<file path="src/rtl/fetch_scheduler_if.sv">
// Fetch-side bundle between the scheduler, i-cache, instruction queue and redirect source.
// master = scheduler side, slave = environment side.
interface fetch_scheduler_if;
    logic        req_valid;
    logic        req_ready;
    logic [31:0] req_pc;
    logic        rsp_valid;
    logic [31:0] rsp_data;
    logic [31:0] rsp_pc;
    logic        enq_valid;
    logic [31:0] enq_data;
    logic [31:0] enq_pc;
    logic        deq;
    logic        redirect_valid;
    logic [31:0] redirect_pc;
    logic        iq_flush;
    logic        proto_err;

    modport master (
        output req_valid, req_pc, enq_valid, enq_data, enq_pc, iq_flush, proto_err,
        input  req_ready, rsp_valid, rsp_data, rsp_pc, deq, redirect_valid, redirect_pc
    );

    modport slave (
        input  req_valid, req_pc, enq_valid, enq_data, enq_pc, iq_flush, proto_err,
        output req_ready, rsp_valid, rsp_data, rsp_pc, deq, redirect_valid, redirect_pc
    );
endinterface

</file>
<file path="src/rtl/fetch_scheduler.sv">
// Credit-throttled instruction fetch sequencer: issues PCs to the i-cache, forwards
// responses into the instruction queue, and drains stale responses after a redirect.
module fetch_scheduler #(
    parameter int unsigned IQ_DEPTH     = 8,
    parameter int unsigned MAX_INFLIGHT = 4,
    parameter logic [31:0] RESET_PC     = 32'h0040_0000
) (
    input  logic            clk,
    input  logic            rst_n,
    fetch_scheduler_if.master bus
);
    localparam int unsigned OCC_W = $clog2(IQ_DEPTH) + 1;
    localparam int unsigned INF_W = $clog2(MAX_INFLIGHT) + 1;
    localparam int unsigned SUM_W = ((OCC_W > INF_W) ? OCC_W : INF_W) + 1;

    typedef enum logic {ST_RUN, ST_DRAIN} state_e;

    state_e             state_q, state_d;
    logic [31:0]        pc_q, pc_d;
    logic [31:0]        pend_q, pend_d;
    logic [OCC_W-1:0]   occ_q, occ_d;
    logic [INF_W-1:0]   inflight_q, inflight_d;
    logic               perr_q, perr_d;

    logic               issue;
    logic               accept;
    logic               enq_ok;
    logic               flush;
    logic               rsp_ok;
    logic               deq_ok;
    logic               credit_ok;
    logic               inf_room;
    logic [INF_W-1:0]   inf_after_rsp;

    // Credit: queued plus in-flight must stay below queue depth to issue.
    assign credit_ok     = (SUM_W'(occ_q) + SUM_W'(inflight_q)) < SUM_W'(IQ_DEPTH);
    assign inf_room      = inflight_q < INF_W'(MAX_INFLIGHT);
    assign rsp_ok        = bus.rsp_valid && (inflight_q != '0);
    assign deq_ok        = bus.deq && (occ_q != '0);
    assign inf_after_rsp = inflight_q - INF_W'(rsp_ok);

    always_ff @(posedge clk) begin
        if (!rst_n) begin
            state_q    <= ST_RUN;
            pc_q       <= RESET_PC;
            pend_q     <= '0;
            occ_q      <= '0;
            inflight_q <= '0;
            perr_q     <= 1'b0;
        end else begin
            state_q    <= state_d;
            pc_q       <= pc_d;
            pend_q     <= pend_d;
            occ_q      <= occ_d;
            inflight_q <= inflight_d;
            perr_q     <= perr_d;
        end
    end

    always_comb begin
        state_d    = state_q;
        pc_d       = pc_q;
        pend_d     = pend_q;
        occ_d      = occ_q;
        inflight_d = inflight_q;
        perr_d     = perr_q;
        issue      = 1'b0;
        accept     = 1'b0;
        enq_ok     = 1'b0;
        flush      = 1'b0;

        if (bus.rsp_valid && (inflight_q == '0)) begin
            perr_d = 1'b1;
        end

        if (bus.redirect_valid) begin
            // Flush now; wait out any responses still owed before refetching.
            flush      = 1'b1;
            occ_d      = '0;
            inflight_d = inf_after_rsp;
            if (inf_after_rsp == '0) begin
                state_d = ST_RUN;
                pc_d    = bus.redirect_pc;
            end else begin
                state_d = ST_DRAIN;
                pend_d  = bus.redirect_pc;
            end
        end else begin
            unique case (state_q)
                ST_RUN: begin
                    issue      = credit_ok && inf_room;
                    accept     = issue && bus.req_ready;
                    enq_ok     = rsp_ok;
                    occ_d      = occ_q + OCC_W'(rsp_ok) - OCC_W'(deq_ok);
                    inflight_d = inflight_q + INF_W'(accept) - INF_W'(rsp_ok);
                    if (accept) begin
                        pc_d = pc_q + 32'd4;
                    end
                end
                ST_DRAIN: begin
                    inflight_d = inf_after_rsp;
                    if (inf_after_rsp == '0) begin
                        state_d = ST_RUN;
                        pc_d    = pend_q;
                    end
                end
                default: state_d = ST_RUN;
            endcase
        end
    end

    assign bus.req_valid = issue;
    assign bus.req_pc    = pc_q;
    assign bus.enq_valid = enq_ok;
    assign bus.enq_data  = bus.rsp_data;
    assign bus.enq_pc    = bus.rsp_pc;
    assign bus.iq_flush  = flush;
    assign bus.proto_err = perr_q;

endmodule

</file>
<file path="src/flat_wrapper.sv">
// flat-port wrapper written by rule: the top's interface ports become plain ports
module fetch_scheduler_flat 
#(
    parameter int unsigned IQ_DEPTH     = 8,
    parameter int unsigned MAX_INFLIGHT = 4,
    parameter logic [31:0] RESET_PC     = 32'h0040_0000
)
  (clk, rst_n, bus_req_valid, bus_req_pc, bus_enq_valid, bus_enq_data, bus_enq_pc, bus_iq_flush, bus_proto_err, bus_req_ready, bus_rsp_valid, bus_rsp_data, bus_rsp_pc, bus_deq, bus_redirect_valid, bus_redirect_pc);
  fetch_scheduler_if bus_i ();
  input  logic clk;
  input  logic rst_n;
  output wire logic [$bits(bus_i.req_valid)-1:0] bus_req_valid;
  output wire logic [$bits(bus_i.req_pc)-1:0] bus_req_pc;
  output wire logic [$bits(bus_i.enq_valid)-1:0] bus_enq_valid;
  output wire logic [$bits(bus_i.enq_data)-1:0] bus_enq_data;
  output wire logic [$bits(bus_i.enq_pc)-1:0] bus_enq_pc;
  output wire logic [$bits(bus_i.iq_flush)-1:0] bus_iq_flush;
  output wire logic [$bits(bus_i.proto_err)-1:0] bus_proto_err;
  input wire logic [$bits(bus_i.req_ready)-1:0] bus_req_ready;
  input wire logic [$bits(bus_i.rsp_valid)-1:0] bus_rsp_valid;
  input wire logic [$bits(bus_i.rsp_data)-1:0] bus_rsp_data;
  input wire logic [$bits(bus_i.rsp_pc)-1:0] bus_rsp_pc;
  input wire logic [$bits(bus_i.deq)-1:0] bus_deq;
  input wire logic [$bits(bus_i.redirect_valid)-1:0] bus_redirect_valid;
  input wire logic [$bits(bus_i.redirect_pc)-1:0] bus_redirect_pc;
  assign bus_req_valid = bus_i.req_valid;
  assign bus_req_pc = bus_i.req_pc;
  assign bus_enq_valid = bus_i.enq_valid;
  assign bus_enq_data = bus_i.enq_data;
  assign bus_enq_pc = bus_i.enq_pc;
  assign bus_iq_flush = bus_i.iq_flush;
  assign bus_proto_err = bus_i.proto_err;
  assign bus_i.req_ready = bus_req_ready;
  assign bus_i.rsp_valid = bus_rsp_valid;
  assign bus_i.rsp_data = bus_rsp_data;
  assign bus_i.rsp_pc = bus_rsp_pc;
  assign bus_i.deq = bus_deq;
  assign bus_i.redirect_valid = bus_redirect_valid;
  assign bus_i.redirect_pc = bus_redirect_pc;
  fetch_scheduler #(.IQ_DEPTH(IQ_DEPTH), .MAX_INFLIGHT(MAX_INFLIGHT), .RESET_PC(RESET_PC)) u_core (.clk(clk), .rst_n(rst_n), .bus(bus_i));
endmodule
</file>
<file path="config.mk">
export PLATFORM = sky130hd
export DESIGN_NAME = fetch_scheduler_flat
export DESIGN_NICKNAME = d
export VERILOG_FILES = /design/src/rtl/fetch_scheduler_if.sv /design/src/rtl/fetch_scheduler.sv /design/src/flat_wrapper.sv
export SDC_FILE = /design/constraint.sdc
export NUM_CORES = 1
export LEC_CHECK = 0
export BUFFER_PORTS_ARGS = -buffer_cell sky130_fd_sc_hd__buf_4
export CORE_AREA = 2 2 108 121
export DETAILED_ROUTE_END_ITERATION = 16
export DIE_AREA = 0 0 110 123
export PLACE_DENSITY = 0.66
export SYNTH_ARGS = -nofsm -noshare
export SYNTH_HDL_FRONTEND = slang
export SYNTH_SLANG_ARGS = --single-unit
</file>
<file path="constraint.sdc">
create_clock -name clk -period 3 [get_ports clk]
set_clock_uncertainty 0.1 [all_clocks]
set_input_delay 0.15 -clock clk [delete_from_list [all_inputs] [get_ports clk]]
set_output_delay 0.15 -clock clk [all_outputs]
set_load 0.02 [all_outputs]
</file>
Yosys cells after proc, flatten, opt, wreduce, memory -nomap -nowiden
Index checks and enable logic that the tools add are counted.
{"block": "word_totals", "latch_bits": 0, "inputBits": 102, "output_inout_bits": 100, "mem_bits_ro": 0, "ram_bits": 0, "elab_cells": 48, "regBits": 73, "n_memories": 0}
{"block": "classes", "n_shift": 0, "magnitude_cmp": 2, "n_mux": 15, "reduce_logical": 12, "div_mod_pow": 0, "n_eq_ne": 3, "bitwise_logic": 3, "addsub": 7, "multipliers": 0}
{"op": "32-bit two-way mux", "n": 4}
{"op": "32-bit one-hot mux with 2 select lines", "n": 1}
{"op": "32-bit by 3-bit adder with 32-bit output (second input constant)", "n": 1}
{"op": "1-bit two-way mux", "n": 8}
{"op": "3-bit zero test", "n": 2}
{"op": "3-bit one-hot mux with 2 select lines", "n": 1}
{"op": "3-bit by 1-bit subtractor with 3-bit output", "n": 2}
{"op": "4-bit by 3-bit adder with 5-bit output", "n": 1}
{"op": "1-bit logical AND", "n": 5}
{"op": "5-bit by 4-bit less-than comparator with 1-bit output (second input constant)", "n": 1}
{"op": "4-bit by 1-bit adder with 4-bit output", "n": 1}
{"op": "4-bit nonzero test", "n": 1}
{"op": "4-bit by 1-bit subtractor with 4-bit output", "n": 1}
{"op": "3-bit by 1-bit adder with 3-bit output", "n": 1}
{"op": "3-bit less-than comparator (second input constant)", "n": 1}
{"op": "3-bit two-way mux", "n": 1}
{"op": "3-bit by 2-bit != test with 1-bit output (second input constant)", "n": 1}
{"op": "1-bit NOT", "n": 3}
{"op": "3-bit AND reduction", "n": 1}
{"op": "3-bit nonzero test", "n": 1}
{"op": "2-bit by 1-bit != test with 1-bit output (second input constant)", "n": 1}
{"op": "2-bit != test (second input constant)", "n": 1}
{"op": "2-bit AND reduction", "n": 1}
{"op": "2-bit OR reduction", "n": 1}

Longest topological paths before layout
Gate-level depths: netlist of run 1.
{"block": "depth", "depth_word": 8, "ltp_mapped": 12, "depth_no_buf": 12}

Worst setup path after synthesis of run 1
No wires, ideal clock.
{"block": "synth_path", "kind": "flip-flop to flip-flop", "startpoint": "reg u_core.occ_q[1]", "endpoint": "reg u_core.inflight_q[2]", "setup_ns": 0.115, "arrival_ns": 2.352, "slack_ns": 0.433, "n_path_buf": 0, "required_ns": 2.785, "synth_period_minus_slack_ns": 2.567, "stages_incl_launch_ff": 12, "path_cell_list": "dfxtp_1 -> ha_1 -> a31o_1 -> a2111oi_4 -> and2_1 -> ha_1 -> fa_1 -> xor2_1 -> nor2_1 -> a21oi_1 -> xnor2_1 -> and2_1"}
{"block": "synth_via", "elab_chain_cells": 8}
{"element": "from (decl)", "line_no": "fetch_scheduler.sv:21", "rtl": "logic [OCC_W-1:0] occ_q, occ_d;"}
{"element": "from (signal assigned)", "line_no": "fetch_scheduler.sv:47", "rtl": "occ_q <= '0;"}
{"element": "from (signal assigned)", "line_no": "fetch_scheduler.sv:54", "rtl": "occ_q <= occ_d;"}
{"element": "4-bit by 3-bit adder with 5-bit output", "line_no": "fetch_scheduler.sv:36", "rtl": "assign credit_ok = (SUM_W'(occ_q) + SUM_W'(inflight_q)) < SUM_W'(IQ_DEPTH);"}
{"element": "5-bit by 4-bit less-than comparator with 1-bit output", "line_no": "fetch_scheduler.sv:36"}
{"element": "1-bit logical AND", "line_no": "fetch_scheduler.sv:91", "rtl": "issue = credit_ok && inf_room;"}
{"element": "1-bit logical AND", "line_no": "fetch_scheduler.sv:92", "rtl": "accept = issue && bus.req_ready;"}
{"element": "3-bit by 1-bit adder with 3-bit output", "line_no": "fetch_scheduler.sv:95", "rtl": "inflight_d = inflight_q + INF_W'(accept) - INF_W'(rsp_ok);"}
{"element": "3-bit by 1-bit subtractor with 3-bit output", "line_no": "fetch_scheduler.sv:95"}
{"element": "3-bit one-hot mux with 2 select lines", "line_no": "fetch_scheduler.sv:89", "rtl": "unique case (state_q)"}
{"element": "3-bit two-way mux", "line_no": "fetch_scheduler.sv:76", "rtl": "if (bus.redirect_valid) begin"}
{"element": "to (signal assigned)", "line_no": "fetch_scheduler.sv:55", "rtl": "inflight_q <= inflight_d;"}
{"element": "to (decl)", "line_no": "fetch_scheduler.sv:22", "rtl": "logic [INF_W-1:0] inflight_q, inflight_d;"}
No other way between the ends.
A chain may end at the register's enable or synchronous reset.

Worst setup path after layout of run 1
{"block": "layout_path", "startpoint": "reg u_core.inflight_q[1]", "endpoint": "reg u_core.pc_q[26] (netlist: u_core.bus.req_pc[26])"}
{"block": "layout_via", "elab_chain_cells": 6, "elab_cells_between_ends": 13, "cone_classes": "2 x add/sub; 2 x order compare; 3 x eq/ne; 6 x reduce/logical"}
{"element": "4-bit by 3-bit adder with 5-bit output / 3-bit nonzero test (equally long branches)", "line_no": "fetch_scheduler.sv:36, fetch_scheduler.sv:38"}
{"element": "5-bit by 4-bit less-than comparator with 1-bit output / 1-bit logical AND (equally long branches)", "line_no": "fetch_scheduler.sv:36, fetch_scheduler.sv:38"}
{"element": "1-bit logical AND / 3-bit by 1-bit subtractor with 3-bit output (equally long branches)", "line_no": "fetch_scheduler.sv:91, fetch_scheduler.sv:40"}
{"element": "1-bit logical AND / 3-bit zero test (equally long branches)", "line_no": "fetch_scheduler.sv:92, fetch_scheduler.sv:81, fetch_scheduler.sv:102"}
{"element": "3-bit by 2-bit != test with 1-bit output (no line), or another cell as far along"}
{"element": "3-bit AND reduction (no line) *"}
{"element": "to (signal assigned)", "line_no": "fetch_scheduler.sv:52", "rtl": "pc_q <= pc_d;"}
{"element": "to (decl)", "line_no": "fetch_scheduler.sv:19", "rtl": "logic [31:0] pc_q, pc_d;"}
Every way passes the cells marked *; elsewhere a longest branch is shown, timed or not.

==> summary.txt, run 1 <==
prevailing post-synth register cell: dfxtp_1
ANT nets after route: 0
Initial DRT Pass Iterations: 5
Final Setup Violations: 0
I/O pins: 202
CTS buffer count: 9
Total GRT Usage: 0.1998
row cnt: 43
Hold Fails Final Rpt: 0
critical path capture point type: flip-flop
wl on met1: 5670 um
GRT overflow: 0
initial antenna violation count: 0
Final period util: 0.9210
max-cap viol count: 0
EDFF count, synth: 0
number of global-route vias before repair: 4,218
Top Layer Used: met4
IO Port Bufs: 73
Synth area leader: dfxtp_1
Syn-to-layout area delta: 14.62%
CP required: 3150 ps
DRC: 0
Clock Latency Late Sink: 330 ps
clock tree from TritonCTS: yes
status: completed
post-synthesis cell type count: 59
Slew headroom: 0.5158
Hold Crit Class: input pin to flip-flop
Leak: 0.002257 uW
CP startpoint kind: flip-flop
Final #Nets: 739
n_diodes: 0
maximum clock rate: 361.9 MHz
Final Max Slew Viols: 0
die area: 13,530 sq um
# clock sinks: 73
async set-or-reset flop fraction in the synthesized netlist: 0
non-filler instance count after layout: 785
PD cells: 987.4 nW/um^2
CP max stage delay: 370 ps
Max FO, Critical Path: 11
main area contributors after synthesis: dfxtp_1, buf_4, nand2_1
Mapped Cells: 613
CTS clk-pin slew, worst paths: 60 ps
filler instances: 1,231
Critical Path, Cell by Cell: nor3_1 -> nor2b_1 -> ha_1 -> ha_1 -> xnor2_1 -> and4_1 -> a31o_2 -> buf_4 -> nand2_1 -> o22ai_1
Post-DP HPWL: 9059 um
CP max stage cell: and4_1
Synth warnings: 0
Seq/Total Area, Yosys: 0.3027
Root Buffer: clkbuf_16
Total Routed Length: 12,970 um
Die X: 110 um
Cells after DPL: 750
unrepaired setup endpoints after global routing: no
Max clock buf depth: 2
maximum vdd drop: 0.0005162 V
largest net degree at the start of global routing: 79
die height: 123 um
vias per cell: 5.670
share of the synthesized area in the top cell type: 0.3027
crit path DAT: 2920 ps
layout cell share with drive strength beyond 1: 0.1768
Avg WL per Cell: 16.52 um
global-route wire length before repair: 21,330 um
gpl congestion: 0.8678
most used cell, CP: ha_1
core area: 12,320 sq um
Avg Cell Area, Syn: 7.875 sq um
syn nets: 729
Synth Cell Area: 4827 sq um
setup TNS: 0 ps
initial drt markers: 256
H-tree depth: 3
Final min period: 2763 ps
Met2 Wirelength: 6096 um
DR WL met3: 991 um
Crit Path Class: flip-flop to flip-flop
Starting Density: 0.3918
Via Count: 4,451
Yosys reg bits: 73
Slew @ Worst Pin: 726.3 ps
[worst paths after layout]
path	startpoint	to	slack (ps)	depth (start not counted)
worst min register to register	u_core.pend_q[5]	u_core.pend_q[5]	360	2
worst min-delay path	bus_redirect_pc[0]	u_core.pend_q[0]	3	3
worst max register to register	u_core.inflight_q[1]	u_core.bus.req_pc[26]	240	10
worst max-delay path	u_core.inflight_q[1]	u_core.bus.req_pc[26]	240	10
[cell usage in the layout (no fill, tap or decap), types with 6 or more instances in the layout]
cell / count
buf_4: 85
dfxtp_1: 72
dlygate4sd3_1: 19
xor2_1: 7
xnor2_1: 10
o211a_1: 8
mux2i_1: 15
clkbuf_16: 9
nand2_1: 63
o21ai_0: 31
nand3_1: 40
o211ai_1: 8
and3_1: 6
nor3_1: 10
a21boi_0: 24
nor2_1: 22
nand4_1: 14
ha_1: 12
inv_1: 27
nor2b_1: 15
nor4_1: 6
a21oi_1: 46
[sequential cells by signal, indices dropped and copies added, names as in the netlist]
name / flops
u_core.bus.proto_err: 1
u_core.occ_q: 4
u_core.pend_q: 32
u_core.bus.req_pc: 32
u_core.state_q: 1
u_core.inflight_q: 3
[cell usage after synthesis (6+ instances only)]
master and count:
xor2_1 7, a21oi_1 46, and3_1 6, nand2_1 63, o211ai_1 8, buf_4 66, buf_2 7, mux2i_1 15
a21boi_0 24, ha_1 12, nand3_1 40, clkbuf_1 27, nand4_1 14, o211a_1 8, nor3_1 10, nor2b_1 15
inv_1 27, nor4_1 6, dfxtp_1 73, nor2_1 22, o21ai_0 31, xnor2_1 10
[area by class of cell]
cell class                      count  area [sq um]  share of cell area
Sequential cell                    73          1463              0.2644
Timing Repair Buffer              104         828.3              0.1497
Inverter                           27         101.3             0.01832
Clock buffer                       11         252.7             0.04568
Multi-Input combinational cell    408          2614              0.4724
Clock inverter                      5         77.57             0.01402
Tap cell                          157         196.4             0.03550
[repair_timing]
item	4_1_cts	5_1_grt
hold buffers	19	0
setup buffers	0	0
hold endpoints to repair	19	0
gates resized for setup	0	0
[per-stage QoR]
stage / instance area (sq um) / util / hold slack (ps) / total power, uW / worst slack [ps]
global route: 5533 / 0.4491 / 7.728 / 5885 / 4.297
finish: 5533 / 0.4491 / 2.942 / 5463 / 236.9
floorplan: 4827 / - / 206.1 / 3525 / 432.8
global placement: 5012 / 0.4068 / 200.1 / 4164 / 402.4
CTS: 5533 / 0.4491 / 0.01082 / 5481 / 240.1
detailed placement: 5012 / 0.4068 / 200.1 / 4261 / 274.8
[power by group]
part	internal [uW]	switching, uW	total, uW
clock	771	420	1190
combinational	1080	1550	2630
sequential	1290	357	1640
total	3140	2330	5460
[per-layer routing]
metal | GRT usage | vias up
met5 | 0 | -
met3 | 0.05113 | 28
met4 | 0.05934 | 0
met1 | 0.2634 | 2113
li1 | - | 2128
met2 | 0.3206 | 182
[cell families (layout without fill, tap and decap cells)]
family	after synthesis	count (layout)	share of synthesized area
compound gates	159	159	0.2224
xor+xnor	17	17	0.03084
fa+ha+maj	14	14	0.03940
buf+inv	132	147	0.1558
flops	73	73	0.3027
mux	15	15	0.03110
simple gates	203	203	0.2177
[worst max-delay path: cells and delay by family, from the launching register on]
kind	cells	cell delay [ps]
buffers and inverters	1	230
AOI/OAI and AO/OA	2	530
DFF	1	350
and+or+nand+nor	4	880
xor gates and xnor gates	1	180
adders and majority gates	2	410
Power figures use the tool's default switching activity.
==> run 2, diff against run 1 <==
BUFFER_PORTS_ARGS = not set   (was -buffer_cell sky130_fd_sc_hd__buf_4)
DONT_BUFFER_PORTS = 1   (was not set)
PLACE_DENSITY = 0.52   (was 0.66)
TNS_END_PERCENT = 1   (was not set)
==> run 2 against run 1 <==
Net effect:
- first-iteration DRC count decreased by 29%
- highest routed layer unchanged
- largest cell class unchanged
- wire length increased by 6.9%
- clock power decreased by 11%
- maximum frequency increased by 1.7%
- cell area decreased by 4.5%
- via count decreased by 4.8%
- sequential cell count unchanged
- non-clock buffer count decreased by 40
- die area unchanged
- global-route usage increased by 1.1 points
- register-to-register slack improved by 50 ps
- critical endpoint is now u_core.bus.req_pc[27]
- utilization decreased by 2.0 points
==> summary.txt, run 2 (synthesized netlist as in run 1, its figures left out) <==
NetSw: 2292 uW
CTS clk-pin slew, worst paths: 60 ps
Initial DRT Pass Iterations: 5
Die X: 110 um
Post-DP HPWL: 9023 um
crit path from: u_core.inflight_q[2]
Internal: 2916 uW
GRT overflow: 0
Setup WS pre-CTS: 318.9 ps
PD cells: 985.6 nW/um^2
Syn-to-layout area delta: 9.461%
R2R depth: 10
Via Count: 4,239
CP max stage delay: 390 ps
clock tree from TritonCTS: yes
Slew headroom: 0.5248
# clock sinks: 73
commonest non-fill, non-tap cell in the layout: dfxtp_1
Final period util: 0.9057
initial drt markers: 183
Hold Crit Class: input pin to flip-flop
Worst Path Buf+Inv: 1
gpl congestion: 0.8338
critical path capture point type: flip-flop
ANT nets after route: 0
vias per cell: 5.690
Root Buffer: clkbuf_16
Total Routed Length: 13,860 um
Starting Density: 0.3918
largest net degree at the start of global routing: 78
initial antenna violation count: 0
Crit Path Class: flip-flop to flip-flop
Hold Fails Final Rpt: 0
Max clock buf depth: 2
final core occ: 0.4289
maximum vdd drop: 0.0007527 V
core area: 12,320 sq um
Final Max Slew Viols: 0
H-tree depth: 3
Total GRT Usage: 0.2108
Avg WL per Cell: 18.60 um
die height: 123 um
Worst Setup EP: u_core.bus.req_pc[27]
sequential share of power: 0.326
Slew @ Worst Pin: 712.8 ps
Final #Nets: 699
Reg2Reg Launch Point: u_core.inflight_q[2]
most used cell, CP: ha_1
Logic pwr share: 0.469
maximum clock rate: 368.1 MHz
global-route wire length before repair: 21,860 um
switching part of the total power: 0.4401
Leak: 0.002045 uW
layout cell share with drive strength beyond 1: 0.09014
CTS buffer count: 9
WP depth: 10
setup repair bufs after CTS: 0
CP max stage cell: a31o_2
status: completed
crit path DAT: 2880 ps
unrepaired setup endpoints after global routing: no
row cnt: 43
Final min period: 2717 ps
Final Worst Setup Slack: 283.0 ps
Clock Latency Late Sink: 340 ps
most frequent cells in the layout: dfxtp_1, nand2_1, a21oi_1, nand3_1, dlygate4sd3_1
number of global-route vias before repair: 4,114
max-cap viol count: 0
CP delay by family, top: simple AND/OR/NAND/NOR gates
DRC: 0
die area: 13,530 sq um
Final Setup Violations: 0
CP startpoint kind: flip-flop
Clk network pwr share: 0.204
IO Port Bufs: 0
worst reg2reg path endpoint: u_core.bus.req_pc[27]
CP required: 3160 ps
Critical Path, Cell by Cell: nor3_1 -> nor2b_1 -> ha_1 -> ha_1 -> xnor2_1 -> and4_1 -> a31o_2 -> buf_12 -> nand2_1 -> o22ai_1
Worst R2R Setup Slack: 280 ps
setup TNS: 0 ps
Max FO, Critical Path: 18
I/O pins: 202
n_diodes: 0
==> run 2: changes by cell type in the layout (fill, tap and decap cells not counted), sizes merged <==
cell,previous run,this run
buf,85,28
bufinv,2,0
clkbuf,11,14
clkinvlp,1,0
dlygate4sd3,19,36
==> run 2: layout make-up <==
type / count / area [sq um]
fillers: 1284 / 7037
multi-input cells: 408 / 2614
flip-flops and latches: 73 / 1463
repair buffers: 64 / 615.6
clock buffers: 14 / 284.0
well taps: 157 / 196.4
inverters: 27 / 101.3
clock inverters: 2 / 10.01
==> run 2: metal layers <==
metal  GRT usage  vias to the layer above  wire length [um]  part of all wire
met4     0.07437                        0               213             0.015
met5           0                        -                 0                 0
li1            -                     2054                 -                 -
met1      0.2563                     2020              5993              0.43
met3     0.05957                       22               959             0.069
met2      0.3535                      143              6692              0.48
==> run 2: worst reg2reg max path, cell delays in order, from the launching register on <==
cell	delay [ps]
dfxtp_1	380
nor3_1	220
nor2b_1	100
ha_1	200
ha_1	210
xnor2_1	180
and4_1	380
a31o_2	390
buf_12	200
nand2_1	120
o22ai_1	190
==> run 2: repair_timing <==
item / in CTS / in global routing
hold endpoints to repair: 73 / 0
gates resized for setup: 0 / 0
hold buffers: 38 / 0
==> run 2: worst min-delay path by stage <==
stage,from,end,slack (ps),cells past startpoint
2_1_floorplan,bus_redirect_pc[18],u_core.pend_q[18],210,2
3_3_place_gp,rst_n,u_core.bus.req_pc[22],140,1
3_5_place_dp,rst_n,u_core.bus.req_pc[22],140,1
4_1_cts,bus_redirect_valid,u_core.bus.req_pc[29],3,3
5_1_grt,bus_redirect_pc[17],u_core.bus.req_pc[17],30,4
6_report,bus_redirect_valid,u_core.bus.req_pc[3],9,3
==> run 2: power by group through the flow <==
| stage | Sequential, uW | Clock (uW) | Combinational, uW |
|---|---|---|---|
| 2_1_floorplan | 1730 | 0 | 1790 |
| 3_3_place_gp | 1720 | 0 | 2330 |
| 3_5_place_dp | 1720 | 0 | 2370 |
| 4_1_cts | 1700 | 1090 | 2460 |
| 5_1_grt | 1750 | 1140 | 2740 |
| 6_report | 1700 | 1060 | 2440 |
==> run 2: metrics by stage <==
| step | std cells | instance area (sq um) | power (uW) | hold WS [ps] |
|---|---|---|---|---|
| after CTS | 745 | 5284 | 5253 | 3.261 |
| after global placement | 691 | 4582 | 4041 | 141.7 |
| final | 745 | 5284 | 5208 | 8.745 |
| after floorplan | 613 | 4827 | 3525 | 206.1 |
| after detailed placement | 691 | 4582 | 4097 | 144.2 |
| after global routing | 745 | 5284 | 5630 | 29.15 |
==> run 3, diff against run 2 <==
ABC_AREA = 1   (was not set)
CORE_AREA = 2 2 92 103   (was 2 2 108 121)
DIE_AREA = 0 0 94 105   (was 0 0 110 123)
PLACE_DENSITY = 0.72   (was 0.52)
==> run 3 against run 2 <==
Net effect:
- synthesized area increased by 6.9%
- highest routed layer unchanged
- clock-buffer cell count decreased by 1
- sequential cell count is the same
- critical path type unchanged
- non-clock buffer count fell by 24
==> summary.txt, run 3 <==
maximum clock rate: 367.7 MHz
setup repair bufs after CTS: 0
n_diodes: 0
GRT overflow: 0
Final Setup Violations: 0
CP max stage delay: 420 ps
Seq/Total Area, Yosys: 0.2832
Mapped Cells: 811
I/O pins: 202
die area: 9870 sq um
gpl congestion: 0.9305
Final #Nets: 881
Starting Density: 0.5876
async set-or-reset flop fraction in the synthesized netlist: 0
Max FO, Critical Path: 19
Clock Latency Late Sink: 360 ps
CP delay by family, top: simple AND/OR/NAND/NOR gates
Final period util: 0.9066
global-route wire length before repair: 22,140 um
layout cell share with drive strength beyond 1: 0.07273
ANT nets after route: 0
CTS buffer count: 9
most numerous cell in the Yosys netlist: nand2_1
CP required: 3150 ps
number of global-route vias before repair: 4,577
Slew @ Worst Pin: 881.8 ps
syn nets: 927
Worst Path Buf+Inv: 4
vias per cell: 5.430
post-synthesis cell type count: 36
CP max stage cell: nor2_4
Post-synth top cells: nand2_1, nor2_1, inv_1
sequential share of power: 0.379
CTS clk-pin slew, worst paths: 70 ps
Avg WL per Cell: 15.44 um
Max clock buf depth: 2
PD cells: 1048 nW/um^2
critical path capture point type: flip-flop
setup TNS: 0 ps
CP startpoint kind: flip-flop
Crit Path Class: flip-flop to flip-flop
unrepaired setup endpoints after global routing: no
Hold Fails Final Rpt: 0
most frequent cells in the layout: nand2_1, nor2_1, inv_1, dfxtp_1, a21oi_1
Yosys reg bits: 73
Avg Cell Area, Syn: 6.364 sq um
Total GRT Usage: 0.2835
Root Buffer: clkbuf_8
core area: 8783 sq um
DRC: 0
initial antenna violation count: 0
Hold Crit Class: input pin to flip-flop
switching part of the total power: 0.5134
NetSw: 2811 uW
Final Max Slew Viols: 0
Via Count: 4,800
EDFF count, synth: 0
Internal: 2665 uW
row cnt: 36
Critical Path, Cell by Cell: inv_1 -> nand2_1 -> nand2_1 -> inv_1 -> ha_1 -> ha_1 -> xnor2_1 -> nand2_2 -> nor2_4 -> nor2_4 -> inv_4 -> buf_12 -> o21ai_0 -> a21oi_1
max-cap viol count: 0
maximum vdd drop: 0.0006916 V
# clock sinks: 73
filler instances: 884
die height: 105 um
Synth warnings: 0
main area contributors after synthesis: dfxtp_1, nand2_1, buf_4
largest net degree at the start of global routing: 43
non-filler instance count after layout: 884
Initial DRT Pass Iterations: 7
Final min period: 2720 ps
clock tree from TritonCTS: yes
Synth area leader: dfxtp_1
Synth Cell Area: 5161 sq um
Syn-to-layout area delta: 1.212%
initial drt markers: 288
Die X: 94 um
Logic pwr share: 0.478
Clk network pwr share: 0.142
IO Port Bufs: 0
H-tree depth: 3
Slew headroom: 0.4115
status: completed
crit path DAT: 2870 ps
Cells after DPL: 831
commonest non-fill, non-tap cell in the layout: nand2_1
share of the synthesized area in the top cell type: 0.2832
Total Routed Length: 13,650 um
Leak: 0.002270 uW
prevailing post-synth register cell: dfxtp_1
Post-DP HPWL: 9015 um
run 3: cell types whose count changed after synthesis, sizes merged, moves of 10 or more:
| cell | before | now |
|---|---|---|
| a21oi | 46 | 60 |
| o21ai | 34 | 60 |
| nor2 | 22 | 131 |
| nor2b | 15 | 0 |
| mux2i | 15 | 0 |
| nand4 | 16 | 2 |
| inv | 27 | 79 |
| nor3 | 11 | 1 |
| nand2 | 63 | 237 |
| a21boi | 27 | 0 |
| clkbuf | 27 | 12 |
run 3: routing by layer:
| layer | vias to the layer above | global-route usage | wire, um |
|---|---|---|---|
| met5 | - | 0 | 0 |
| met4 | 0 | 0.1273 | 362 |
| met3 | 36 | 0.06561 | 1009 |
| met2 | 187 | 0.4776 | 6644 |
| met1 | 2195 | 0.3389 | 5629 |
| li1 | 2382 | - | - |
run 3: stage by stage:
stage                     utilization  area (sq um)  worst slack (ps)  hold WS [ps]  total power (uW)
after floorplan                     -          5161             797.3         184.9              4291
after global placement         0.5289          4646             128.1         145.2              4478
after detailed placement       0.5289          4646             13.73         148.2              4574
after CTS                      0.5944          5221             187.1         2.820              5476
after global routing           0.5947          5224             44.52         28.00              5934
final                          0.5947          5224             280.2         11.53              5476
run 3: power groups by stage:
stage          Combinational, uW  Sequential [uW]  Clock [uW]
6_report                    2620             2080         779
5_1_grt                     2970             2130         830
4_1_cts                     2620             2070         791
3_5_place_dp                2490             2090           0
3_3_place_gp                2400             2080           0
2_1_floorplan               2380             1910           0
run 3: repair_timing:
| item | 4_1_cts | 5_1_grt |
|---|---|---|
| gates cloned | 1 | 0 |
| endpoints found under the setup margin | 2 | 15 |
| resized for setup | 0 | 2 |
| pin swaps | 1 | 0 |
| hold buffers | 36 | 0 |
| endpoints found under the hold margin | 70 | 0 |
run 3: logic make-up after synthesis:
logic type               count (synthesis)  share of synthesized area
AO/OA/AOI/OAI                          128                     0.1353
XOR/XNOR                                 7                    0.01188
adder cells (fa/ha/maj)                 14                    0.03685
buffers and inverters                  177                     0.1947
AND/OR/NAND/NOR                        412                     0.3382
flip-flops                              73                     0.2832
run 3: area by class of cell:
type                    instances  area [sq um]  area share
multi-input cells             562          2701      0.5171
well taps                     114         142.6     0.02731
inverters                      79         306.5     0.05868
flip-flops and latches         73          1461      0.2798
repair buffers                 40         422.9     0.08096
clock buffers                  13         148.9     0.02850
clock inverters                 3         40.04    0.007665
run 3: path summary, 6_finish.rpt:
check | from | to | slack (ps) | cells past startpoint
worst max-delay path | u_core.inflight_q[1] | u_core.pend_q[30] | 280 | 14
worst min-delay path | bus_redirect_valid | u_core.inflight_q[2] | 10 | 2
worst max register to register | u_core.inflight_q[1] | u_core.pend_q[30] | 280 | 14
worst min register to register | u_core.pend_q[1] | u_core.pend_q[1] | 360 | 2
